$ cat src/rtl/alarm_ctrl.sv
// -----------------------------------------------------------------------------
// alarm_ctrl
//
// Alarm-clock controller. Stores an alarm time, compares it against the
// running time code, and sequences the alarm through IDLE -> ARMED ->
// RINGING (and optionally SNOOZE) in response to one-cycle commands and a
// 1 Hz tick strobe.
//
// Optional feature:
//   ALARM_SNOOZE_EN  When defined, the SNOOZE state, the snooze period
//                    counter and the per-event snooze budget are built.
//                    When undefined, the snooze command has no effect and
//                    the state output never reads 2'b11.
//
// Parameters:
//   TW            width of time codes
//   RING_TIMEOUT  ticks after which an unanswered ring self-stops
//   SNOOZE_TICKS  ticks in one snooze period
//   MAX_SNOOZE    snoozes allowed per alarm event
//
// Ports:
//   clk         in   1   sole clock, rising edge
//   rst         in   1   synchronous active-high reset
//   tick        in   1   one-cycle 1 Hz strobe
//   cur_time    in   TW  current time code
//   set_time    in   TW  new alarm time, sampled on load
//   load        in   1   store set_time as the alarm time (IDLE/ARMED only)
//   arm         in   1   arm the alarm
//   disarm      in   1   disarm the alarm from any state
//   stop        in   1   silence the current alarm event, stay armed
//   snooze      in   1   postpone the ring by one snooze period
//   alarm_time  out  TW  stored alarm time, registered
//   armed       out  1   high in every state except IDLE, registered
//   ringing     out  1   high only in RINGING, registered
//   buzzer      out  1   buzzer drive, toggles per tick while ringing
//   state       out  2   IDLE=00, ARMED=01, RINGING=10, SNOOZE=11
// -----------------------------------------------------------------------------
module alarm_ctrl #(
    parameter int TW           = 12,
    parameter int RING_TIMEOUT = 60,
    parameter int SNOOZE_TICKS = 300,
    parameter int MAX_SNOOZE   = 3
) (
    input  logic          clk,
    input  logic          rst,
    input  logic          tick,
    input  logic [TW-1:0] cur_time,
    input  logic [TW-1:0] set_time,
    input  logic          load,
    input  logic          arm,
    input  logic          disarm,
    input  logic          stop,
    input  logic          snooze,
    output logic [TW-1:0] alarm_time,
    output logic          armed,
    output logic          ringing,
    output logic          buzzer,
    output logic [1:0]    state
);

    // -------------------------------------------------------------------------
    // State encoding (fixed by the external state output)
    // -------------------------------------------------------------------------
    localparam logic [1:0] S_IDLE    = 2'b00;
    localparam logic [1:0] S_ARMED   = 2'b01;
    localparam logic [1:0] S_RINGING = 2'b10;
    localparam logic [1:0] S_SNOOZE  = 2'b11;

    // The ring counter only ever holds 0..RING_TIMEOUT-1 because the tick
    // that would reach RING_TIMEOUT leaves RINGING instead of counting.
    localparam int              RING_W    = (RING_TIMEOUT > 1) ? $clog2(RING_TIMEOUT) : 1;
    localparam logic [RING_W-1:0] RING_LAST = RING_W'(RING_TIMEOUT - 1);

    // -------------------------------------------------------------------------
    // Registers and internal wires
    // -------------------------------------------------------------------------
    logic [1:0]        r_state;
    logic [TW-1:0]     r_alarm_time;
    logic              r_match_q;
    logic [RING_W-1:0] r_ring_cnt;
    logic              r_armed;
    logic              r_ringing;
    logic              r_buzzer;

    logic              w_match;
    logic              w_trigger;
    logic              w_ring_last;
    logic              w_snooze_ok;
    logic              w_snz_last;
    logic              w_state_change;
    logic [1:0]        w_next_state;

    // -------------------------------------------------------------------------
    // Time compare. The trigger is the rising edge of equality, so a time
    // that already equals the alarm when arming (or right after reset, when
    // match_q starts high) does not ring until equality is lost and regained.
    // -------------------------------------------------------------------------
    assign w_match     = (cur_time == r_alarm_time);
    assign w_trigger   = w_match && !r_match_q;
    assign w_ring_last = (r_ring_cnt == RING_LAST);

`ifdef ALARM_SNOOZE_EN
    // -------------------------------------------------------------------------
    // Snooze support: period counter and per-event snooze budget.
    // -------------------------------------------------------------------------
    localparam int                SNZ_W    = (SNOOZE_TICKS > 1) ? $clog2(SNOOZE_TICKS) : 1;
    localparam logic [SNZ_W-1:0]  SNZ_LAST = SNZ_W'(SNOOZE_TICKS - 1);
    // The budget counter must be able to hold MAX_SNOOZE itself.
    localparam int                USED_W   = (MAX_SNOOZE > 0) ? $clog2(MAX_SNOOZE + 1) : 1;
    localparam logic [USED_W-1:0] USED_MAX = USED_W'(MAX_SNOOZE);

    logic [SNZ_W-1:0]  r_snz_cnt;
    logic [USED_W-1:0] r_snz_used;

    assign w_snooze_ok = snooze && (r_snz_used < USED_MAX);
    assign w_snz_last  = (r_snz_cnt == SNZ_LAST);
`else
    // Snooze is compiled out: the command and its sizing parameters are
    // accepted on the interface but have no effect.
    localparam int UNUSED_SNOOZE_CFG = SNOOZE_TICKS + MAX_SNOOZE;
    logic w_unused_snooze;

    assign w_unused_snooze = snooze;
    assign w_snooze_ok     = 1'b0;
    assign w_snz_last      = 1'b0;
`endif

    // -------------------------------------------------------------------------
    // Next-state logic. Within each state the command priority is
    // disarm > stop > snooze > arm, and any command beats a coincident tick.
    // -------------------------------------------------------------------------
    always_comb begin
        // NOTE: default assignment first so no path leaves the signal
        // unassigned, which would otherwise infer a latch.
        w_next_state = r_state;
        case (r_state)
            S_IDLE: begin
                if (arm) begin
                    w_next_state = S_ARMED;
                end
            end
            S_ARMED: begin
                // Disarm wins over a trigger in the same cycle.
                if (disarm) begin
                    w_next_state = S_IDLE;
                end else if (w_trigger) begin
                    w_next_state = S_RINGING;
                end
            end
            S_RINGING: begin
                if (disarm) begin
                    w_next_state = S_IDLE;
                end else if (stop) begin
                    w_next_state = S_ARMED;
                end else if (w_snooze_ok) begin
                    w_next_state = S_SNOOZE;
                end else if (tick && w_ring_last) begin
                    w_next_state = S_ARMED;
                end
            end
`ifdef ALARM_SNOOZE_EN
            S_SNOOZE: begin
                if (disarm) begin
                    w_next_state = S_IDLE;
                end else if (stop) begin
                    w_next_state = S_ARMED;
                end else if (tick && w_snz_last) begin
                    w_next_state = S_RINGING;
                end
            end
`endif
            default: begin
                w_next_state = S_IDLE;
            end
        endcase
    end

    assign w_state_change = (w_next_state != r_state);

    // -------------------------------------------------------------------------
    // Main sequential block: state, alarm time, compare history, ring
    // counter and registered status outputs.
    // -------------------------------------------------------------------------
    always_ff @(posedge clk) begin
        if (rst) begin
            r_state      <= S_IDLE;
            r_alarm_time <= '0;
            r_match_q    <= 1'b1;
            r_ring_cnt   <= '0;
            r_armed      <= 1'b0;
            r_ringing    <= 1'b0;
            r_buzzer     <= 1'b0;
        end else begin
            // NOTE: non-blocking assignments so every register samples the
            // pre-edge values, independent of statement order.
            r_state   <= w_next_state;
            r_match_q <= w_match;

            // The alarm time is frozen while an alarm event is in progress.
            if (load && ((r_state == S_IDLE) || (r_state == S_ARMED))) begin
                r_alarm_time <= set_time;
            end

            // Ring counter restarts on every state entry; it only advances
            // on ticks that keep the FSM in RINGING, so it cannot wrap.
            if (w_state_change) begin
                r_ring_cnt <= '0;
            end else if ((r_state == S_RINGING) && tick) begin
                r_ring_cnt <= r_ring_cnt + 1'b1;
            end

            // Status outputs are computed from the next state so they line
            // up with the registered state output.
            r_armed   <= (w_next_state != S_IDLE);
            r_ringing <= (w_next_state == S_RINGING);

            // Buzzer: forced on when RINGING is entered, toggled by ticks
            // while RINGING persists, off everywhere else.
            if (w_next_state != S_RINGING) begin
                r_buzzer <= 1'b0;
            end else if (r_state != S_RINGING) begin
                r_buzzer <= 1'b1;
            end else if (tick) begin
                r_buzzer <= ~r_buzzer;
            end
        end
    end

`ifdef ALARM_SNOOZE_EN
    // -------------------------------------------------------------------------
    // Snooze counters.
    // -------------------------------------------------------------------------
    always_ff @(posedge clk) begin
        if (rst) begin
            r_snz_cnt  <= '0;
            r_snz_used <= '0;
        end else begin
            // Period counter restarts on every state entry and only advances
            // on ticks that keep the FSM in SNOOZE.
            if (w_state_change) begin
                r_snz_cnt <= '0;
            end else if ((r_state == S_SNOOZE) && tick) begin
                r_snz_cnt <= r_snz_cnt + 1'b1;
            end

            // The budget belongs to one alarm event: it is refilled whenever
            // the event ends (entry to ARMED or IDLE) and spent per snooze.
            if (w_state_change &&
                ((w_next_state == S_ARMED) || (w_next_state == S_IDLE))) begin
                r_snz_used <= '0;
            end else if ((r_state == S_RINGING) && (w_next_state == S_SNOOZE)) begin
                r_snz_used <= r_snz_used + 1'b1;
            end
        end
    end
`endif

    // -------------------------------------------------------------------------
    // Outputs
    // -------------------------------------------------------------------------
    assign state      = r_state;
    assign alarm_time = r_alarm_time;
    assign armed      = r_armed;
    assign ringing    = r_ringing;
    assign buzzer     = r_buzzer;

endmodule
$ cat config.mk
export PLATFORM = sky130hd
export DESIGN_NAME = alarm_ctrl
export DESIGN_NICKNAME = d
export VERILOG_FILES = /design/src/rtl/alarm_ctrl.sv
export SDC_FILE = /design/constraint.sdc
export NUM_CORES = 1
export LEC_CHECK = 0
export BUFFER_PORTS_ARGS = -buffer_cell sky130_fd_sc_hd__clkbuf_2
export CORE_MARGIN = 2
export CORE_UTILIZATION = 46
export CTS_CLUSTER_SIZE = 28
export DETAILED_ROUTE_END_ITERATION = 7
export GPL_ROUTABILITY_DRIVEN = 0
export GPL_TIMING_DRIVEN = 0
export PLACE_DENSITY = 0.81
export SETUP_SLACK_MARGIN = 0.4
export SYNTH_ARGS = -nofsm -noshare
export SYNTH_HDL_FRONTEND = slang
export SYNTH_SLANG_ARGS = --single-unit
$ cat constraint.sdc
create_clock -name clk -period 2.95 [get_ports clk]
set_clock_uncertainty 0.2 [all_clocks]
set_input_delay 0.885 -clock clk [delete_from_list [all_inputs] [get_ports clk]]
set_output_delay 0.885 -clock clk [all_outputs]
set_load 0.05 [all_outputs]
==> impl_metrics.csv, run 1 <==
group,metric,value,unit
clock_tree,clk_pin_slew,0.13,ns
setup_path,critPathLaunchType,"primary input",
min_path,min_path_type,"reg -> reg",
logic_synthesis,synth_seq_cells,24,
floorplan,io_pins,49,
power,p_leak,0.662,nW
sta,final_max_slew_viol_count,0,
setup_path,cp-startpoint,"cur_time[1]",
status,status,"completed",
floorplan,start_util,47.4,%
clock_tree,numCtsBuffers,3,
setup_path,reg2reg_to,"r_ring_cnt[3]",
cells_and_area,seq_area,480,um2
global_routing,grt_pass1_vias,959,
cells_and_area,multi_input_area,651,um2
setup_path,cp-end-kind,"flop",
floorplan,rows,18,
cells_and_area,antenna_cells,0,
drt,vias_per_cell,5.14,
logic_synthesis,yosysSeqAreaShare,41.6,%
global_routing,antenna_found_initial,0,
clock_tree,clk_latency,0.30,ns
floorplan,dieWidth,54.1,um
floorplan,die_h,54.1,um
logic_synthesis,synth_edf_count,0,
floorplan,die-area,2920,um2
global_routing,grt_overflow_total,0,
clock_tree,cts_htree_levels,1,
sta,final.period_utilization,76.1,%
clock_tree,post_cts_resized,0,
logic_synthesis,yosysTopAreaCell,"dfxtp_1",
logic_synthesis,ys_warn_count,0,
global_routing,grt_usage,18.5,%
setup_path,r2r_slack,0.93,ns
cells_and_area,n_fill_cell,207,
drt,vias,1080,
cells_and_area,fin_nets,214,
sta,layout_min_cycle_time,2.24,ns
setup_path,crit_arrival,2.22,ns
sta,worst_pin_slew,0.502,ns
sta,fmaxAchievable,446,MHz
logic_synthesis,synth_area_leaders,"dfxtp_1, nand2_1, xnor2_1",
cells_and_area,area_growth,27.1,%
placed_design,portBuffers,46,
sta,finalSetupViolCount,0,
setup_path,r2r_cells,5,
logic_synthesis,netlist_instances,130,
logic_synthesis,syn-num-nets,163,
logic_synthesis,synthFlopType,"dfxtp_1",
drt,drt_iter0_drc,17,
floorplan,coreArea,2430,um2
logic_synthesis,synth_top_area_share,41.6,%
logic_synthesis,avgSynthCellArea,8.87,um2
drt,wl,2.48,mm
drt,postRouteAntennaNets,0,
sta,fin_hold_ws,0.290,ns
placed_design,hpwl,1.94,mm
logic_synthesis,synth_area,1150,um2
setup_path,r2r-start,"state[1]",
global_routing,grt_max_degree,14,
power,ir_drop,0.293,mV
power,cellPowerDensity,437,nW/um2
logic_synthesis,synthArstFlopShare,0,%
clock_tree,cts-root-buf,"clkbuf_4",
clock_tree,cts_tree,"built",
logic_synthesis,yosysMostFrequentCell,"nand2_1",
logic_synthesis,synthTopCellsByCount,"nand2_1, dfxtp_1, a21oi_1",
clock_tree,post-cts-setup-buffer-count,0,
setup_path,worstPathMaxFanout,7,
drt,firstDrtPassIters,4,
setup_path,path_class,"in -> reg",
drt,wire_per_inst,11.8,um
sta,setup_tns,0,ns
clock_tree,cts_hold_buf,0,
setup_path,crit_end,"r_ring_cnt[3]",
setup_path,critPathRequiredTime,2.93,ns
logic_synthesis,yosysUniqueCellTypes,34,
cells_and_area,drive_gt1_share,31.1,%
drt,remaining_drc_errors,0,
sta,slew_headroom,65.6,%
clock_tree,cts.sinks,24,
clock_tree,cts_buffer_depth,2,
job,drv_cap,0,
min_path,whs_path_depth,2,
sta,finalHoldViolCount,0,
global_routing,grt_first_pass_wirelength,3.91,mm
sta,rsz0062_at_grt,"false",
## state kept, by name, summed over array words and instances (netlist names)
signal,cells
ringing,1
r_match_q,1
r_ring_cnt,6
armed,1
state,2
alarm_time,12
buzzer,1
## worst min-delay path by stage
stage,from,to,slack (ns)
global placement,alarm_time[2],alarm_time[2],0.27
CTS,alarm_time[7],alarm_time[7],0.29
floorplan,r_match_q,state[0],0.33
finish,alarm_time[7],alarm_time[7],0.29
global route,alarm_time[7],alarm_time[7],0.31
detailed placement,alarm_time[7],alarm_time[7],0.27
## metrics by stage
stage               util (%)  instances  setup WS [ns]  area, um2  total power, mW
CTS                     59.9        210          0.576       1460            0.648
detailed placement      58.4        206          0.226       1420            0.478
global route            60.3        210          0.598       1470            0.671
finish                  60.3        210          0.706       1470            0.641
floorplan                  -        130          0.570       1150            0.436
global placement        58.4        206          0.294       1420            0.476
## worst max-delay path, stage by stage
cell and delay [ns]:
clkbuf_2 0.09, xor2_1 0.13, nor4_1 0.48, nor4b_4 0.49, a211oi_1 0.14
## layer usage
layer | vias to the layer above | GRT usage, % | share of wire [%]
met3 | 2 | 3.06 | 6.0
met1 | 488 | 23.2 | 48
li1 | 554 | - | -
met2 | 36 | 30.7 | 45
met5 | - | 0 | 0
met4 | 0 | 8.75 | 0.93
## cell families (layout without fill, tap and decap cells)
kind of cell	Yosys count	count (layout)	synth area share (%)
buf+inv	7	57	2.71
xor+xnor	18	18	13.7
mux	1	1	0.868
compound gates	27	27	15.4
fa+ha+maj	1	1	1.08
flops	24	24	41.6
simple gates	52	52	24.6
## cells in the final DEF, fill, tap and decap left out
cell / instances
a2111oi_0: 1
a211oi_1: 6
a21o_1: 1
a21oi_1: 13
a22oi_1: 1
a311oi_2: 1
a31o_1: 1
a31oi_1: 1
and2_1: 1
and4b_1: 2
buf_2: 1
buf_4: 1
clkbuf_1: 3
clkbuf_2: 46
clkbuf_4: 3
clkbuf_8: 1
dfxtp_1: 24
ha_1: 1
inv_1: 2
mux2i_1: 1
nand2_1: 27
nand2b_1: 3
nand3_1: 3
nand4_1: 3
nand4bb_1: 1
nor2_1: 1
nor2_2: 1
nor2b_1: 5
nor3b_1: 1
nor3b_2: 1
nor4_1: 1
nor4b_4: 1
o21ai_1: 1
o32ai_1: 1
or4b_1: 1
xnor2_1: 9
xor2_1: 9
## final cells by class
cell class	count	share of cell area [%]
multi-input cells	99	44.4
plain buffers	5	1.62
well taps	30	2.56
flip-flops and latches	24	32.8
clock buffers	4	2.47
repair buffers	46	15.7
inverters	2	0.512
## report_power, final
group          switching (mW)  internal (mW)
clock network          0.0936         0.0752
logic                  0.0795         0.0451
registers              0.0117          0.336
total                   0.185          0.456
Note: power is estimated with default switching activity, not from simulation.
==> run 2: changes to the inputs <==
Settings changed: ABC_AREA set to 1, CORE_UTILIZATION 46 to 47, PLACE_DENSITY 0.81 to 0.82.
Clock period 2.95 ns to 2.25 ns, I/O delays scaled along.
==> run 2 against run 1 <==
- non-clock buffer count fell by 2
- utilization rose by 3.1 points
- register-to-register slack got worse by 0.35 ns
- synthesized cell count rose by 31%
- clock power rose by 35%
- cell count rose by 20%
- largest power group unchanged
==> impl_metrics.csv, run 2 <==
group,metric,value,unit
power,p_leak,0.805,nW
setup_path,crit_arrival,0.95,ns
power,ir_drop,0.423,mV
cells_and_area,largest_register_ffs,12,
status,status,"completed",
logic_synthesis,yosysMostFrequentCell,"nand2_1",
placed_design,dpl.cell_count,247,
global_routing,grt_pass1_vias,979,
logic_synthesis,synth_edf_count,0,
sta,final_max_slew_viol_count,0,
clock_tree,clk_pin_slew,0.13,ns
floorplan,die-area,2970,um2
cells_and_area,final_cell_count_no_fill,251,
drt,vias,1159,
clock_tree,cts_hold_buf,0,
cells_and_area,antenna_cells,0,
sta,finalHoldViolCount,0,
global_routing,grt_usage,17.8,%
drt,wire_per_inst,9.56,um
clock_tree,numCtsBuffers,3,
cells_and_area,fin_nets,255,
cells_and_area,mostFrequentLayoutCell,"nand2_1",
clock_tree,cts_tree,"built",
setup_path,worstPathMaxFanout,3,
setup_path,cp-end-kind,"output port",
global_routing,grt_first_pass_wirelength,3.86,mm
drt,remaining_drc_errors,0,
placed_design,placed_cell_area,1470,um2
floorplan,start_util,48.9,%
floorplan,coreArea,2450,um2
logic_synthesis,synthTopCellsByCount,"nand2_1, nor2_1, dfxtp_1",
setup_path,crit_family,"flip-flops",
logic_synthesis,synthFlopType,"dfxtp_1",
cells_and_area,area_growth,29.6,%
clock_tree,cts_buffer_depth,2,
setup_path,path_class,"reg -> out",
setup_path,cp_slowest_cell,"dfxtp_1",
drt,vias_per_cell,4.62,
job,drv_cap,0,
logic_synthesis,ys_warn_count,0,
logic_synthesis,netlist_instances,170,
min_path,min_path_type,"reg -> reg",
logic_synthesis,synth_seq_cells,24,
clock_tree,clk_latency,0.31,ns
drt,postRouteAntennaNets,0,
global_routing,grt_overflow_total,0,
cells_and_area,fin_area,1560,um2
placed_design,portBuffers,47,
logic_synthesis,synthArstFlopShare,0,%
sta,layout_min_cycle_time,1.82,ns
sta,fmaxAchievable,549,MHz
drt,wl,2.40,mm
logic_synthesis,avgSynthCellArea,7.06,um2
logic_synthesis,yosysTopAreaCell,"dfxtp_1",
floorplan,die_h,54.5,um
logic_synthesis,yosysUniqueCellTypes,25,
logic_synthesis,synth_top_area_share,40.0,%
logic_synthesis,yosysSeqAreaShare,40.0,%
cells_and_area,drive_gt1_share,33.5,%
sta,finalSetupViolCount,0,
setup_path,path_cells,"clkbuf_4",
placed_design,hpwl,1.90,mm
setup_path,critPathLaunchType,"flop",
power,cellPowerDensity,572,nW/um2
floorplan,rows,18,
logic_synthesis,synth_area,1200,um2
drt,drt_iter0_drc,14,
sta,slew_headroom,75.4,%
sta,final.period_utilization,81.0,%
clock_tree,cts_htree_levels,1,
logic_synthesis,synth_area_leaders,"dfxtp_1, nand2_1, nor2_1",
sta,rsz0062_at_grt,"true",
global_routing,antenna_found_initial,0,
sta,worst_pin_slew,0.368,ns
sta,setup_tns,0,ns
setup_path,slowest_delay,0.39,ns
cells_and_area,n_fill_cell,226,
floorplan,dieWidth,54.5,um
logic_synthesis,syn-num-nets,203,
floorplan,io_pins,49,
global_routing,grt_max_degree,14,
setup_path,critPathRequiredTime,1.37,ns
cells_and_area,final_cell_mix,"nand2_1, clkbuf_2, nor2_1",
drt,firstDrtPassIters,4,
setup_path,cp.buffers_inverters,1,
cells_and_area,utilization,63.4,%
clock_tree,cts.sinks,24,
clock_tree,cts-root-buf,"clkbuf_4",
-- run 2: worst paths after layout --
path	slack, ns	end	cells after the start	from
min	0.28	alarm_time[8]	2	alarm_time[8]
max	0.43	alarm_time[8]	1	alarm_time[8]
min reg2reg	0.28	alarm_time[8]	2	alarm_time[8]
max reg2reg	0.58	r_ring_cnt[1]	9	r_ring_cnt[0]
-- run 2: repair_timing --
action | 4_1_cts | 5_1_grt
hold endpoints to repair | 0 | 0
resized for setup | 17 | 8
buffers inserted | 0 | 0
endpoints found under the setup margin | 14 | 7
pin swaps | 0 | 0
-- run 2: where the power goes --
group	internal, mW	total (mW)	switching, mW	leakage [nW]
Sequential	0.444	0.460	0.0154	0.198
Clock	0.0989	0.228	0.130	0.0210
Combinational	0.0709	0.201	0.130	0.586
-- run 2: area by class of cell --
type / count / area [um2] / area share (%)
Timing Repair Buffer: 47 / 279 / 17.9
Buffer: 2 / 8.76 / 0.563
Inverter: 28 / 105 / 6.76
Tap cell: 30 / 37.5 / 2.41
Multi-Input combinational cell: 116 / 606 / 38.9
Sequential cell: 24 / 483 / 31.1
Clock buffer: 4 / 36.3 / 2.33
-- run 2: metal layers --
layer	part of all wire [%]	track usage [%]	vias up	wire length [um]
met3	4.4	2.19	5	105
li1	-	-	625	-
met5	0	0	-	0
met2	47	30.1	32	1130
met4	1.4	7.08	0	34
met1	47	22.8	497	1130
-- run 2: per-stage QoR --
step                      hold slack, ns  worst slack (ns)  total power [mW]
after floorplan                    0.303             0.418             0.602
after global placement             0.263             0.267             0.659
after detailed placement           0.266             0.257             0.662
after CTS                          0.284             0.389             0.896
after global routing               0.300             0.400             0.928
final                              0.284             0.428             0.889
-- run 2: cell families after synthesis --
group                    Yosys count  share of synthesized area [%]
flip-flops                        24                           40.0
AND/OR/NAND/NOR                   82                           31.1
buffers and inverters             30                           9.49
adder cells (fa/ha/maj)            1                           1.04
multiplexers                       1                          0.834
XOR/XNOR                           9                           6.57
AO/OA/AOI/OAI                     23                           10.9
-- run 2: worst reg2reg max path: cells and delay by family (launching register included) --
family                   cells  cell delay (ns)
AND/OR/NAND/NOR              6             0.60
flip-flops                   1             0.40
AO/OA/AOI/OAI                1             0.20
adder cells (fa/ha/maj)      1             0.18
buffers and inverters        1             0.04
==> run 3: changes to the inputs <==
Settings changed: CORE_UTILIZATION 47 to 42, PLACE_DENSITY 0.82 to 0.78.
Clock period 2.25 ns to 1.6 ns, I/O delays scaled along.
==> run 3 against run 2 <==
- the run now ends with setup timing left
- utilization increased by 14 points
- worst hold slack got worse by 0.098 ns
- combinational power increased by 110%
- power increased by 54%
- critical path depth increased by 1
- first-iteration DRC count increased to 2.6 times the previous value
- design area increased by 35%
- critical path type unchanged
- critical endpoint is now alarm_time[4]
==> impl_metrics.csv, run 3 (synthesized netlist as in run 2, its figures left out) <==
group,metric,value,unit
cells_and_area,multi_input_area,702,um2
placed_design,hpwl,1.95,mm
min_path,min_path_type,"in -> reg",
setup_path,cp-end-kind,"output port",
job,drv_cap,0,
clock_tree,numCtsBuffers,3,
status,violations,"setup timing",
sta,finalSetupViolCount,5,
setup_path,worstPathMaxFanout,4,
global_routing,grt_usage,21.7,%
sta,fin_hold_ws,0.187,ns
cells_and_area,drive_gt1_share,54.9,%
cells_and_area,antenna_cells,0,
floorplan,rows,19,
setup_path,crit_family,"flip-flops",
cells_and_area,area_growth,75.4,%
sta,final.period_utilization,104,%
sta,fmaxAchievable,599,MHz
drt,drt_iter0_drc,36,
cells_and_area,seq_area,539,um2
global_routing,grt_max_degree,14,
floorplan,io_pins,49,
sta,worst_pin_slew,0.491,ns
clock_tree,cts_htree_levels,1,
setup_path,slowest_delay,0.39,ns
setup_path,cp_slowest_cell,"dfxtp_4",
setup_path,critPathLaunchType,"flop",
drt,postRouteAntennaNets,0,
clock_tree,cts_buffer_depth,2,
power,p_leak,0.991,nW
sta,final_max_slew_viol_count,0,
floorplan,die-area,3300,um2
global_routing,grt_overflow_total,0,
sta,setup_ws,-0.0697,ns
sta,rsz0062_at_grt,"true",
floorplan,start_util,43.9,%
drt,wl,3.47,mm
drt,remaining_drc_errors,0,
global_routing,grt_pass1_vias,1304,
clock_tree,clk_pin_slew,0.13,ns
cells_and_area,fin_nets,267,
placed_design,portBuffers,47,
clock_tree,cts.sinks,24,
setup_path,cp.buffers_inverters,2,
cells_and_area,utilization,77.0,%
clock_tree,cts-root-buf,"clkbuf_4",
sta,finalHoldViolCount,0,
setup_path,path_cells,"buf_6 > clkbuf_16",
setup_path,critPathRequiredTime,0.92,ns
cells_and_area,largest_register_ffs,12,
cells_and_area,mostFrequentLayoutCell,"clkbuf_2",
setup_path,r2r_cells,9,
setup_path,path_class,"reg -> out",
clock_tree,cts_tree,"built",
sta,slew_headroom,67.0,%
floorplan,coreArea,2730,um2
sta,layout_min_cycle_time,1.67,ns
drt,vias,1280,
min_path,whs_path_depth,3,
status,status,"finished with violations",
floorplan,die_h,57.5,um
global_routing,antenna_found_initial,0,
drt,firstDrtPassIters,4,
clock_tree,cts_hold_buf,0,
floorplan,dieWidth,57.5,um
power,ir_drop,0.607,mV
setup_path,crit_arrival,0.99,ns
clock_tree,clk_latency,0.32,ns
cells_and_area,n_fill_cell,182,
drt,wire_per_inst,13.2,um
global_routing,grt_first_pass_wirelength,5.59,mm
power,cellPowerDensity,650,nW/um2
setup_path,worst-path-stages,2,
cells_and_area,final_cell_mix,"clkbuf_2, nand2_1, nor2_1",
drt,vias_per_cell,4.85,
==> run 3: changes by cell type in the layout (fill, tap and decap cells not counted), sizes merged <==
cell,previous run,this run
buf,7,16
clkbuf,46,49
==> run 3: tightest hold or removal path: stages <==
cell	delay, ns
clkbuf_2	0.08
o21ai_2	0.05
nor2_1	0.07
==> run 3: path summary, 6_finish.rpt <==
check                start            end  slack (ns)
max reg2reg  r_ring_cnt[0]  r_ring_cnt[0]       -0.02
min reg2reg  alarm_time[8]  alarm_time[8]        0.30
max          alarm_time[4]  alarm_time[4]       -0.07
min            set_time[7]  alarm_time[7]        0.19
==> run 3: timing repair <==
item	4_1_cts	5_1_grt
pin swaps	11	4
endpoints found under the setup margin	41	41
buffers inserted	8	4
resized for setup	57	30
==> run 3: metal layers <==
metal  up-vias  part of all wire (%)  global-route usage (%)
met4         0                   1.4                    7.31
met1       585                    40                    25.8
met3         5                   4.0                    2.72
met5         -                     0                       0
li1        654                     -                       -
met2        36                    54                    39.6
==> run 3: layout make-up <==
type | count | area share (%)
Timing Repair Buffer | 59 | 31.0
Clock buffer | 4 | 1.25
Multi-Input combinational cell | 116 | 33.4
Buffer | 2 | 1.07
Inverter | 28 | 5.83
Sequential cell | 24 | 25.6
Tap cell | 31 | 1.84
==> run 3: metrics by stage <==
stage / TNS (ns) / area (um2) / power (mW) / setup slack [ns] / std cells
floorplan: 0 / 1290 / 0.850 / 0.0567 / 170
global placement: -2.09 / 1570 / 0.935 / -0.237 / 248
finish: -0.175 / 2100 / 1.37 / -0.0697 / 264
CTS: -0.0152 / 2000 / 1.33 / -0.0152 / 260
detailed placement: -2.32 / 1570 / 0.939 / -0.256 / 248
global route: -1.37 / 2100 / 1.43 / -0.140 / 264
==> run 3: power breakdown <==
| group | switching (mW) | total (mW) | internal (mW) | leakage, nW |
|---|---|---|---|---|
| Sequential | 0.0361 | 0.654 | 0.618 | 0.208 |
| Combinational | 0.223 | 0.429 | 0.206 | 0.768 |
| Clock | 0.187 | 0.285 | 0.0977 | 0.0150 |
